File: src/rtl/mux_out_monitor_pkg.sv
// rtl/mux_out_monitor_pkg.sv - shared types and helpers for the mux output monitor
//
// Purpose : FSM state encoding and the golden 4:1 select used by the monitor.
// Contents: state_t     - IDLE / RUN / REPORT encoding
//           golden_sel  - returns i[sel] for a packed {i3,i2,i1,i0} vector
package mux_out_monitor_pkg;

  typedef enum logic [1:0] {
    ST_IDLE   = 2'd0,
    ST_RUN    = 2'd1,
    ST_REPORT = 2'd2
  } state_t;

  localparam int unsigned MUX_WAYS = 4;

  function automatic logic golden_sel(input logic [1:0] sel, input logic [MUX_WAYS-1:0] i);
    return i[sel];
  endfunction

endpackage

File: src/rtl/mux_out_monitor_if.sv
// rtl/mux_out_monitor_if.sv - control, sample and result signals of the mux output monitor
//
// Purpose : groups the window control, the observed mux signals and the result handshake.
// Signals : start, win_len        window control (driver -> monitor)
//           sel, i0..i3, y        observed mux select, data inputs and output
//           res_ready             result accept (driver -> monitor)
//           busy, res_valid       status (monitor -> driver)
//           mism_cnt, ones_cnt    saturating result counters
//           sat                   sticky saturation flag
// Modports: master = driver/consumer side, slave = monitor side.
interface mux_out_monitor_if #(
  parameter int WIN_W = 8,
  parameter int CNT_W = 8
);

  logic             start;
  logic [WIN_W-1:0] win_len;
  logic [1:0]       sel;
  logic             i0;
  logic             i1;
  logic             i2;
  logic             i3;
  logic             y;
  logic             res_ready;
  logic             busy;
  logic             res_valid;
  logic [CNT_W-1:0] mism_cnt;
  logic [CNT_W-1:0] ones_cnt;
  logic             sat;

  modport master (
    output start, win_len, sel, i0, i1, i2, i3, y, res_ready,
    input  busy, res_valid, mism_cnt, ones_cnt, sat
  );

  modport slave (
    input  start, win_len, sel, i0, i1, i2, i3, y, res_ready,
    output busy, res_valid, mism_cnt, ones_cnt, sat
  );

endinterface

File: src/rtl/mux_out_monitor_sat_counter.sv
// rtl/mux_out_monitor_sat_counter.sv - saturating up-counter with saturation-hit strobe
//
// Purpose : counts increment requests, holding at 2^W-1 instead of wrapping.
// Ports   : clk, reset   clock, asynchronous active-high reset
//           i_clr        synchronous clear (wins over i_inc)
//           i_inc        increment request
//           o_count      current count
//           o_sat_hit    increment requested while already at max
module sat_counter #(
  parameter int W = 8
) (
  input  logic         clk,
  input  logic         reset,
  input  logic         i_clr,
  input  logic         i_inc,
  output logic [W-1:0] o_count,
  output logic         o_sat_hit
);

  localparam logic [W-1:0] MAX = '1;

  logic [W-1:0] r_count;
  logic         w_at_max;

  assign w_at_max  = (r_count == MAX);
  assign o_count   = r_count;
  assign o_sat_hit = i_inc && w_at_max && !i_clr;

  always_ff @(posedge clk or posedge reset) begin
    if (reset) begin
      r_count <= '0;
    end else if (i_clr) begin
      r_count <= '0;
    end else if (i_inc && !w_at_max) begin
      r_count <= r_count + W'(1);
    end
  end

endmodule

File: src/rtl/mux_out_monitor.sv
// rtl/mux_out_monitor.sv - windowed checker of a 4:1 select-mux output against i[sel]
//
// Purpose : over a window of win_len samples (0 treated as 1) counts cycles where
//           y != i[sel] and cycles where y == 1, then offers the result on a
//           valid/ready handshake.
// Ports   : clk, reset   clock, asynchronous active-high reset
//           mon          mux_out_monitor_if.slave (control, samples, results)
module mux_out_monitor
  import mux_out_monitor_pkg::*;
#(
  parameter int WIN_W = 8,
  parameter int CNT_W = 8
) (
  input  logic            clk,
  input  logic            reset,
  mux_out_monitor_if.slave mon
);

  state_t           r_state;
  state_t           w_next;
  logic [WIN_W-1:0] r_remain;
  logic             r_sat;

  logic             w_start_ok;
  logic             w_sample;
  logic             w_last;
  logic             w_golden;
  logic             w_inc_mism;
  logic             w_inc_ones;
  logic             w_hit_mism;
  logic             w_hit_ones;
  logic [CNT_W-1:0] w_mism_cnt;
  logic [CNT_W-1:0] w_ones_cnt;
  logic [WIN_W-1:0] w_len;

  // start is only honoured from IDLE; in RUN/REPORT it is dropped silently.
  assign w_start_ok = (r_state == ST_IDLE) && mon.start;
  assign w_sample   = (r_state == ST_RUN);
  assign w_last     = w_sample && (r_remain == WIN_W'(1));
  assign w_len      = (mon.win_len == '0) ? WIN_W'(1) : mon.win_len;

  assign w_golden   = golden_sel(mon.sel, {mon.i3, mon.i2, mon.i1, mon.i0});
  assign w_inc_mism = w_sample && (mon.y != w_golden);
  assign w_inc_ones = w_sample && mon.y;

  always_ff @(posedge clk or posedge reset) begin
    if (reset) begin
      r_state <= ST_IDLE;
    end else begin
      r_state <= w_next;
    end
  end

  always_comb begin
    w_next = r_state;
    case (r_state)
      ST_IDLE:   if (mon.start)     w_next = ST_RUN;
      ST_RUN:    if (w_last)        w_next = ST_REPORT;
      ST_REPORT: if (mon.res_ready) w_next = ST_IDLE;
      default:                      w_next = ST_IDLE;
    endcase
  end

  // Remaining samples in the window; reaching 1 in RUN marks the final sample.
  always_ff @(posedge clk or posedge reset) begin
    if (reset) begin
      r_remain <= '0;
    end else if (w_start_ok) begin
      r_remain <= w_len;
    end else if (w_sample) begin
      r_remain <= r_remain - WIN_W'(1);
    end
  end

  // Sticky until the next accepted start.
  always_ff @(posedge clk or posedge reset) begin
    if (reset) begin
      r_sat <= 1'b0;
    end else if (w_start_ok) begin
      r_sat <= 1'b0;
    end else if (w_hit_mism || w_hit_ones) begin
      r_sat <= 1'b1;
    end
  end

  sat_counter #(.W(CNT_W)) u_mism_cnt (
    .clk       (clk),
    .reset     (reset),
    .i_clr     (w_start_ok),
    .i_inc     (w_inc_mism),
    .o_count   (w_mism_cnt),
    .o_sat_hit (w_hit_mism)
  );

  sat_counter #(.W(CNT_W)) u_ones_cnt (
    .clk       (clk),
    .reset     (reset),
    .i_clr     (w_start_ok),
    .i_inc     (w_inc_ones),
    .o_count   (w_ones_cnt),
    .o_sat_hit (w_hit_ones)
  );

  assign mon.busy      = (r_state != ST_IDLE);
  assign mon.res_valid = (r_state == ST_REPORT);
  assign mon.mism_cnt  = w_mism_cnt;
  assign mon.ones_cnt  = w_ones_cnt;
  assign mon.sat       = r_sat;

endmodule
File: src/flat_wrapper.sv
// flat-port wrapper written by rule: the top's interface ports become plain ports
module mux_out_monitor_flat import mux_out_monitor_pkg::*;
#(
  parameter int WIN_W = 8,
  parameter int CNT_W = 8
)
  (clk, reset, mon_start, mon_win_len, mon_sel, mon_i0, mon_i1, mon_i2, mon_i3, mon_y, mon_res_ready, mon_busy, mon_res_valid, mon_mism_cnt, mon_ones_cnt, mon_sat);
  mux_out_monitor_if #(.WIN_W(WIN_W), .CNT_W(CNT_W)) mon_i ();
  input  logic clk;
  input  logic reset;
  input wire logic [$bits(mon_i.start)-1:0] mon_start;
  input wire logic [$bits(mon_i.win_len)-1:0] mon_win_len;
  input wire logic [$bits(mon_i.sel)-1:0] mon_sel;
  input wire logic [$bits(mon_i.i0)-1:0] mon_i0;
  input wire logic [$bits(mon_i.i1)-1:0] mon_i1;
  input wire logic [$bits(mon_i.i2)-1:0] mon_i2;
  input wire logic [$bits(mon_i.i3)-1:0] mon_i3;
  input wire logic [$bits(mon_i.y)-1:0] mon_y;
  input wire logic [$bits(mon_i.res_ready)-1:0] mon_res_ready;
  output wire logic [$bits(mon_i.busy)-1:0] mon_busy;
  output wire logic [$bits(mon_i.res_valid)-1:0] mon_res_valid;
  output wire logic [$bits(mon_i.mism_cnt)-1:0] mon_mism_cnt;
  output wire logic [$bits(mon_i.ones_cnt)-1:0] mon_ones_cnt;
  output wire logic [$bits(mon_i.sat)-1:0] mon_sat;
  assign mon_i.start = mon_start;
  assign mon_i.win_len = mon_win_len;
  assign mon_i.sel = mon_sel;
  assign mon_i.i0 = mon_i0;
  assign mon_i.i1 = mon_i1;
  assign mon_i.i2 = mon_i2;
  assign mon_i.i3 = mon_i3;
  assign mon_i.y = mon_y;
  assign mon_i.res_ready = mon_res_ready;
  assign mon_busy = mon_i.busy;
  assign mon_res_valid = mon_i.res_valid;
  assign mon_mism_cnt = mon_i.mism_cnt;
  assign mon_ones_cnt = mon_i.ones_cnt;
  assign mon_sat = mon_i.sat;
  mux_out_monitor #(.WIN_W(WIN_W), .CNT_W(CNT_W)) u_core (.clk(clk), .reset(reset), .mon(mon_i));
endmodule
File: config.mk
export PLATFORM = sky130hd
export DESIGN_NAME = mux_out_monitor_flat
export DESIGN_NICKNAME = d
export VERILOG_FILES = /design/src/rtl/mux_out_monitor_pkg.sv /design/src/rtl/mux_out_monitor_if.sv /design/src/rtl/mux_out_monitor_sat_counter.sv /design/src/rtl/mux_out_monitor.sv /design/src/flat_wrapper.sv
export SDC_FILE = /design/constraint.sdc
export NUM_CORES = 1
export LEC_CHECK = 0
export ABC_AREA = 1
export BUFFER_PORTS_ARGS = -buffer_cell sky130_fd_sc_hd__buf_2
export CAP_MARGIN = 10
export CORE_UTILIZATION = 50
export CTS_CLUSTER_DIAMETER = 40
export DETAILED_ROUTE_END_ITERATION = 16
export PLACE_DENSITY_LB_ADDON = 0.15
export SYNTH_ARGS = -nofsm -noshare
export SYNTH_HDL_FRONTEND = slang
export SYNTH_SLANG_ARGS = --single-unit
File: constraint.sdc
create_clock -name clk -period 1.64 [get_ports clk]
set_input_delay 0.328 -clock clk [delete_from_list [all_inputs] [get_ports clk]]
set_output_delay 0.328 -clock clk [all_outputs]
set_load 0.005 [all_outputs]
# After elaboration in Yosys (flattened, before gate mapping)
# Index checks and enable logic that the tools add are counted.
# totals
out_inout_bits,19
ff_bits,27
# classes
n_mux,15
eq_ne,9
addsub,3
n_reduce_logical,22
order_cmp,1
# ops
operator,count
$mux W8,7
$add A8 B1 Y8 const B,2
$eq A8 B8 Y1 const B,2
$logic_and A1 B1 Y1,10
$reduce_bool A2 Y1,5
$eq A8 B1 Y1 const B,1
$logic_not A8 Y1,1
$sub A8 B1 Y8 const B,1
$mux W2,3
$ne A2 B2 Y1 const B,3
$pmux W2 S3,1
$logic_not A1 Y1,3
$lt A2 B3 Y1 const B,1
$mux W1,3
$reduce_and A3 Y1,1
$bmux W1 S2,1
$eq A2 B1 Y1 const B,1
$eq A2 B2 Y1 const B,1
$logic_not A2 Y1,1
$logic_or A1 B1 Y1,1
$ne A1 B1 Y1,1

# Depth between registers and ports, before layout
# Gate-level depths: netlist of the first run.
# depth
ltp_word,9
ltp_mapped,9
mapped_depth_nobuf,9

# Hierarchy
# From an unflattened synthesis of the first run, not the netlist that was laid out.
# hier_totals
hier_cells,270
area_unflattened_um2,1830.5
# by_module_without_submodules
module,area_per_inst_um2,instances,cells_per_inst,seq_area_each_um2
sat_counter,531.8,2,77,200.2
mux_out_monitor,767.0,1,116,275.3

# Least setup slack after synthesis of the first run
# No wires, ideal clock.
# synth_timing
kind,register -> register
from,"register u_core.u_ones_cnt.r_count[0], in the netlist u_core.u_ones_cnt.o_count[0]"
to,"register u_core.u_ones_cnt.r_count[3], in the netlist u_core.u_ones_cnt.o_count[3]"
setup_ns,0.126
synth_period_minus_slack_ns,1.358
t_required_ns,1.514
slack_ns,0.282
path_stages_with_launch,10
t_arrival_ns,1.232
cell_sequence,dfrtp_1 ha_1 nand2_1 inv_1 nand3_2 nand3_4 nand2_2 clkinv_2 nand2_1 o31ai_1
# synth_between
elab_chain_cells,4
word_cells_on_any_way,7
classes_between,1 x add/sub; 1 x eq/ne; 2 x mux; 3 x reduce/logical
# synth_rtl
item,line_no,rtl
from (decl),mux_out_monitor_sat_counter.sv:22,logic [W-1:0] r_count;
from (signal assigned),mux_out_monitor_sat_counter.sv:35,r_count <= r_count + W'(1);
branches (longest 4 deep; another with $add A8 B1 Y8),-,
# Parallel ways; which one is timed is not known. The select of a mux whose other input is x is not followed.
# A chain may end at the register's enable or synchronous reset.

# Worst setup path after layout of the first run
# Same ends and word-level chain as after synthesis.

==> results.json, run 1 <==
{
  "pwr-share-seq": 0.443,
  "power.net_switching_mw": 1.04,
  "crit_fanout": 7,
  "post-place-cells": 295,
  "rows": 20,
  "final_util": 0.629,
  "start_util": 0.544,
  "cts_hold_buf": 0,
  "core_um2": 3130,
  "cts.repair.resized": 0,
  "rsz0062_at_grt": "no",
  "netlist_instances": 215,
  "syn_area_per_cell_um2": 7.91,
  "startpoint_type": "register",
  "track_usage": 0.215,
  "power.leakage_nw": 1.08,
  "combPwrFrac": 0.440,
  "relSlewSlack": 0.773,
  "ioPinCount": 38,
  "ant_nets": 0,
  "synthTopCellsByArea": "dfrtp_1 (40%), nand2_1 (13%), nand3_1 (5.9%)",
  "placed_area_um2": 1940,
  "antenna_found_initial": 0,
  "crit_type": "register to register",
  "drt_drc_violations_left": 0,
  "worstMarginPinSlew_ns": 0.341,
  "grt_max_degree": 28,
  "holdWs_ns": 0.0421,
  "globalRouteMet1Util": 0.292,
  "drt-initial-drc-count": 76,
  "io_buffers": 37,
  "maxCapViolations": 0,
  "setup_violations": 0,
  "period_share": 0.921,
  "cp.arrival_ns": 1.72,
  "cts_htree_levels": 1,
  "cts_tree": "built",
  "end_kind": "register",
  "syn-num-nets": 238,
  "synth_seq_area_share": 0.397,
  "ctsLongestPathBuffers": 2,
  "drtPass1Iterations": 5,
  "gp_congestion": 0.786,
  "synth.top_cell.area_share": 0.397,
  "max_freq_ghz": 0.662,
  "drv_slew": 0,
  "fill_cells": 301,
  "pwr-share-clk": 0.116,
  "routed_wl_um": 3420,
  "netlist_area_um2": 1700,
  "ir_drop_uv": 803,
  "grt_pass1_wl_um": 5870,
  "hold_viol": 0,
  "post-synth-top-area-cell": "dfrtp_1",
  "first_global_vias": 1371,
  "top_usage_layer": "met2",
  "setup_ws_ns": 0.129,
  "use_met3": 0.0260,
  "wl_per_cell_um": 11.5,
  "dieArea_um2": 3640,
  "p_int_mw": 1.40,
  "numCtsBuffers": 3,
  "finalClockSkew_ns": 0.00669,
  "design_area_um2": 1970,
  "post_cts_buffers": 0,
  "path_clk_slew_ns": 0.14,
  "multi_input_area_um2": 898,
  "hold_path_class": "primary input to asynchronous set/reset pin",
  "clock_latency_ns": 0.32,
  "ys_ff_latch": 27,
  "area.growth.synth_to_final_pct": 15.7,
  "netSwitchingFraction": 0.426,
  "final.setup.tns_ns": 0,
  "min_period_ns": 1.51,
  "nets": 279,
  "grt_overflow": 0,
  "root_buffer": "clkbuf_4",
  "via_count": 1511,
  "diodes": 0,
  "grtUsageMet2": 0.353,
  "die_y_um": 60.3,
  "cts_num_sinks": 27,
  "place_ws_ns": 0.140,
  "power_density_nw_per_um2": 1240,
  "seq_area_um2": 676,
  "dp_hpwl_um": 2620,
  "cp.required_ns": 1.85,
  "die_w_um": 60.3,
  "drive_gt1_frac": 0.247,
  "ys_types": 29,
  "layout.cells.non_filler": 299,
  "totalPowerFinal_mw": 2.44,
  "yosysWarnings": 0,
  "via_per_inst": 5.05,
  "status": "finished, final reports clean"
}
[state kept, by name, summed over array words and instances, names as in the netlist]
register,flops
u_core.r_remain,8
u_core.u_mism_cnt.o_count,8
u_core.u_ones_cnt.o_count,8
u_core.r_state,2
u_core.mon.sat,1
[final timing paths]
kind / startpoint / end / slack (ns) / cells past startpoint
max: u_core.u_ones_cnt.o_count[0] / u_core.u_ones_cnt.o_count[3] / 0.13 / 9
min: reset / u_core.u_mism_cnt.o_count[1] / 0.04 / 3
max reg2reg: u_core.u_ones_cnt.o_count[0] / u_core.u_ones_cnt.o_count[3] / 0.13 / 9
min reg2reg: u_core.r_remain[4] / u_core.r_remain[4] / 0.55 / 2
max in group asynchronous: reset / u_core.u_ones_cnt.o_count[2] / 1.34 / 3
min in group clk: mon_win_len[1] / u_core.r_remain[1] / 0.23 / 3
[cells in the mapped netlist (all sizes together)]
cell     n
a21oi    4
nand2   62
nor4     2
xor2    10
a21o     1
clkinv   1
dfrtp   27
clkbuf   1
ha       4
inv     28
nand3   27
o311ai   1
o211ai   4
o21ai    5
buf      2
nor2    18
o31ai    2
nand4   11
nor3     3
o221ai   2
[kinds of logic after synthesis]
group,Yosys count,synth area share
adder cells (fa/ha/maj),4,0.0294
AO/OA/AOI/OAI,19,0.0728
buffers and inverters,32,0.0743
flip-flops,27,0.397
XOR/XNOR,10,0.0515
AND/OR/NAND/NOR,123,0.375
[cell type report]
| class | count | area share |
|---|---|---|
| multi-input combinational | 156 | 0.456 |
| sequential | 27 | 0.343 |
| timing repair buffer | 39 | 0.102 |
| inverter | 29 | 0.0572 |
| tap | 44 | 0.0280 |
| clock buffer | 4 | 0.0134 |
[cell usage in the layout, fill, tap and decap left out, types with 3 or more instances in the layout]
cell       n
nor2_4     3
nor3_1     3
o211ai_1   4
o21ai_0    3
a21oi_1    4
ha_1       4
buf_2     37
nand3_1   20
xor2_1    10
clkbuf_4   3
dfrtp_1   27
nand4_1   10
nand2_1   57
inv_1     24
nor2_1    15
nand2_2    4
inv_2      3
nand3_2    5
[power groups by stage]
| stage | combinational [mW] | clock [mW] | sequential, mW |
|---|---|---|---|
| 3_5_place_dp | 1.08 | 0 | 1.10 |
| 5_1_grt | 1.23 | 0.318 | 1.12 |
| 6_report | 1.07 | 0.284 | 1.08 |
| 3_3_place_gp | 1.06 | 0 | 1.09 |
| 4_1_cts | 1.08 | 0.295 | 1.08 |
| 2_1_floorplan | 0.778 | 0 | 1.07 |
[critical path, stage by stage, from the launching register on]
cell and delay [ns]:
dfrtp_1 0.45, ha_1 0.25, nand2_1 0.07, inv_1 0.07, nand3_2 0.11, nand3_4 0.11
nand2_2 0.11, clkinv_2 0.11, nand2_1 0.07, o31ai_1 0.06
[routing by layer]
layer	part of all wire	up-vias
li1	-	798
met1	0.50	682
met2	0.46	29
met3	0.032	2
met4	0.0067	0
met5	0	-
(Power assumes the default switching activity.)
==> run 2, diff against run 1 <==
- ABC_AREA: 1 -> unset
- SKIP_CTS_REPAIR_TIMING: unset -> 1
==> results.json, run 2 <==
{
  "final.setup.tns_ns": 0,
  "cpMaxStageDelayCell": "dfrtp_1",
  "crit_type": "register to primary output",
  "first_global_vias": 1291,
  "numCtsBuffers": 3,
  "dieArea_um2": 3220,
  "ctsLongestPathBuffers": 2,
  "area.growth.synth_to_final_pct": 26.9,
  "setup_violations": 0,
  "ant_nets": 0,
  "syn_area_per_cell_um2": 9.73,
  "cp.arrival_ns": 1.25,
  "grt_overflow": 0,
  "ys_ff_latch": 27,
  "netlist_area_um2": 1500,
  "max_stage_delay_ns": 0.40,
  "power.leakage_nw": 0.982,
  "hold_path_class": "primary input to asynchronous set/reset pin",
  "drt-initial-drc-count": 61,
  "via_count": 1426,
  "drive_gt1_frac": 0.349,
  "hold_viol": 0,
  "cts_tree": "built",
  "crit_fanout": 6,
  "cts_htree_levels": 1,
  "drv_slew": 0,
  "synth_common_cells": "dfrtp_1 (27), nand2_1 (18), nor2_1 (10)",
  "cts_num_sinks": 27,
  "die_w_um": 56.8,
  "r2r_slack_ns": 0.07,
  "synth.top_cell.area_share": 0.451,
  "root_buffer": "clkbuf_4",
  "final_common_cell": "buf_2",
  "power_density_nw_per_um2": 1480,
  "nets": 233,
  "min_period_ns": 1.58,
  "routed_wl_um": 3560,
  "relSlewSlack": 0.749,
  "drtPass1Iterations": 4,
  "syn-num-nets": 177,
  "rr_endpoint": "u_core.u_ones_cnt.o_count[5]",
  "start_util": 0.534,
  "status": "finished, final reports clean",
  "end_kind": "primary output",
  "dp_hpwl_um": 2680,
  "post-place-cells": 236,
  "track_usage": 0.227,
  "synthArstFlopShare": 1.00,
  "ys_types": 38,
  "die_y_um": 56.8,
  "post-synth-top-area-cell": "dfrtp_1",
  "period_share": 0.963,
  "startpoint_type": "register",
  "crit_chain": "buf_4, or2_4, buf_2",
  "path_clk_slew_ns": 0.14,
  "layout.cells.non_filler": 240,
  "diodes": 0,
  "yosysWarnings": 0,
  "finalClockSkew_ns": 0.00113,
  "max_freq_ghz": 0.634,
  "drt_drc_violations_left": 0,
  "final_cell_mix": "buf_2 (37), dfrtp_1 (27), buf_4 (19), nand2_1 (18), nor2_1 (10)",
  "cp.required_ns": 1.31,
  "placed_area_um2": 1850,
  "r2r_cells": 5,
  "netlist_instances": 154,
  "grt_max_degree": 28,
  "maxCapViolations": 0,
  "synthTopCellsByArea": "dfrtp_1 (45%), mux2i_1 (4.7%), nand2_1 (4.5%)",
  "synth_seq_area_share": 0.451,
  "rsz0062_at_grt": "yes",
  "reg2reg_from": "u_core.u_ones_cnt.o_count[0]",
  "wl_per_cell_um": 14.8,
  "synth_edf_count": 0,
  "rows": 19,
  "via_per_inst": 5.94,
  "ioPinCount": 38,
  "antenna_found_initial": 0,
  "grt_pass1_wl_um": 5750,
  "design_area_um2": 1900,
  "core_um2": 2810,
  "worstMarginPinSlew_ns": 0.374,
  "gp_congestion": 0.856,
  "clock_latency_ns": 0.32,
  "ir_drop_uv": 831,
  "synth_ff_type": "dfrtp_1",
  "holdWs_ns": 0.0300,
  "synth_most_common_cell": "dfrtp_1",
  "io_buffers": 37,
  "fill_cells": 249
}
## run 2: cell count changes after synthesis, sizes merged, moves of 4 or more
cell	before	now
a211oi	0	5
a21oi	4	8
a221o	0	5
a31oi	0	4
and3	0	8
inv	28	6
mux2i	0	7
nand2	62	18
nand3	27	9
nand4	11	2
nor2	18	10
o211ai	4	0
xor2	10	1
## run 2: power breakdown
| part | internal, mW | total, mW | switching (mW) |
|---|---|---|---|
| Sequential | 0.887 | 1.09 | 0.204 |
| Combinational | 0.714 | 1.43 | 0.711 |
| Clock | 0.0954 | 0.290 | 0.195 |
## run 2: worst max-delay path by stage
| stage | from | slack [ns] | end | cells past startpoint |
|---|---|---|---|---|
| 6_report | u_core.r_state[1] | 0.06 | mon_busy | 3 |
| 5_1_grt | u_core.u_ones_cnt.o_count[0] | -0.01 | u_core.u_ones_cnt.o_count[5] | 5 |
| 4_1_cts | u_core.r_state[1] | -0.003 | mon_busy | 3 |
| 3_5_place_dp | mon_sel[0] | -0.17 | u_core.u_mism_cnt.o_count[7] | 5 |
| 3_3_place_gp | mon_sel[0] | -0.15 | u_core.u_mism_cnt.o_count[7] | 5 |
| 2_1_floorplan | mon_sel[0] | 0.01 | u_core.u_mism_cnt.o_count[7] | 4 |
## run 2: kinds of logic after synthesis
group | share of synthesized area
compound gates | 0.148
xor+xnor | 0.0225
fa+ha+maj | 0.0334
buf+inv | 0.0317
flops | 0.451
mux | 0.0693
simple gates | 0.245
## run 2: layout make-up
class | count | area (µm²) | area share
sequential | 27 | 676 | 0.355
inverter | 6 | 22.5 | 0.0118
multi-input combinational | 116 | 811 | 0.426
tap | 31 | 38.8 | 0.0204
timing repair buffer | 56 | 328 | 0.172
clock buffer | 4 | 26.3 | 0.0138
## run 2: per-stage QoR
step,utilization,setup WS (ns),power (mW)
finish,0.678,0.0615,2.81
global route,0.678,-0.0143,3.01
CTS,0.667,-0.00275,2.77
detailed placement,0.658,-0.173,2.49
global placement,0.658,-0.146,2.41
floorplan,-,0.0138,1.88
## run 2: worst max-delay path: cells and delay by family, from the launching register on
family	cells	cell delay, ns
flip-flops	1	0.40
buffers and inverters	2	0.28
AND/OR/NAND/NOR	1	0.25
## run 2: routing by layer
| layer | part of all wire | track usage | up-vias |
|---|---|---|---|
| met3 | 0.043 | 0.0323 | 4 |
| li1 | - | - | 685 |
| met1 | 0.45 | 0.304 | 697 |
| met2 | 0.49 | 0.384 | 40 |
| met4 | 0.0087 | 0.0627 | 0 |
| met5 | 0 | 0 | - |
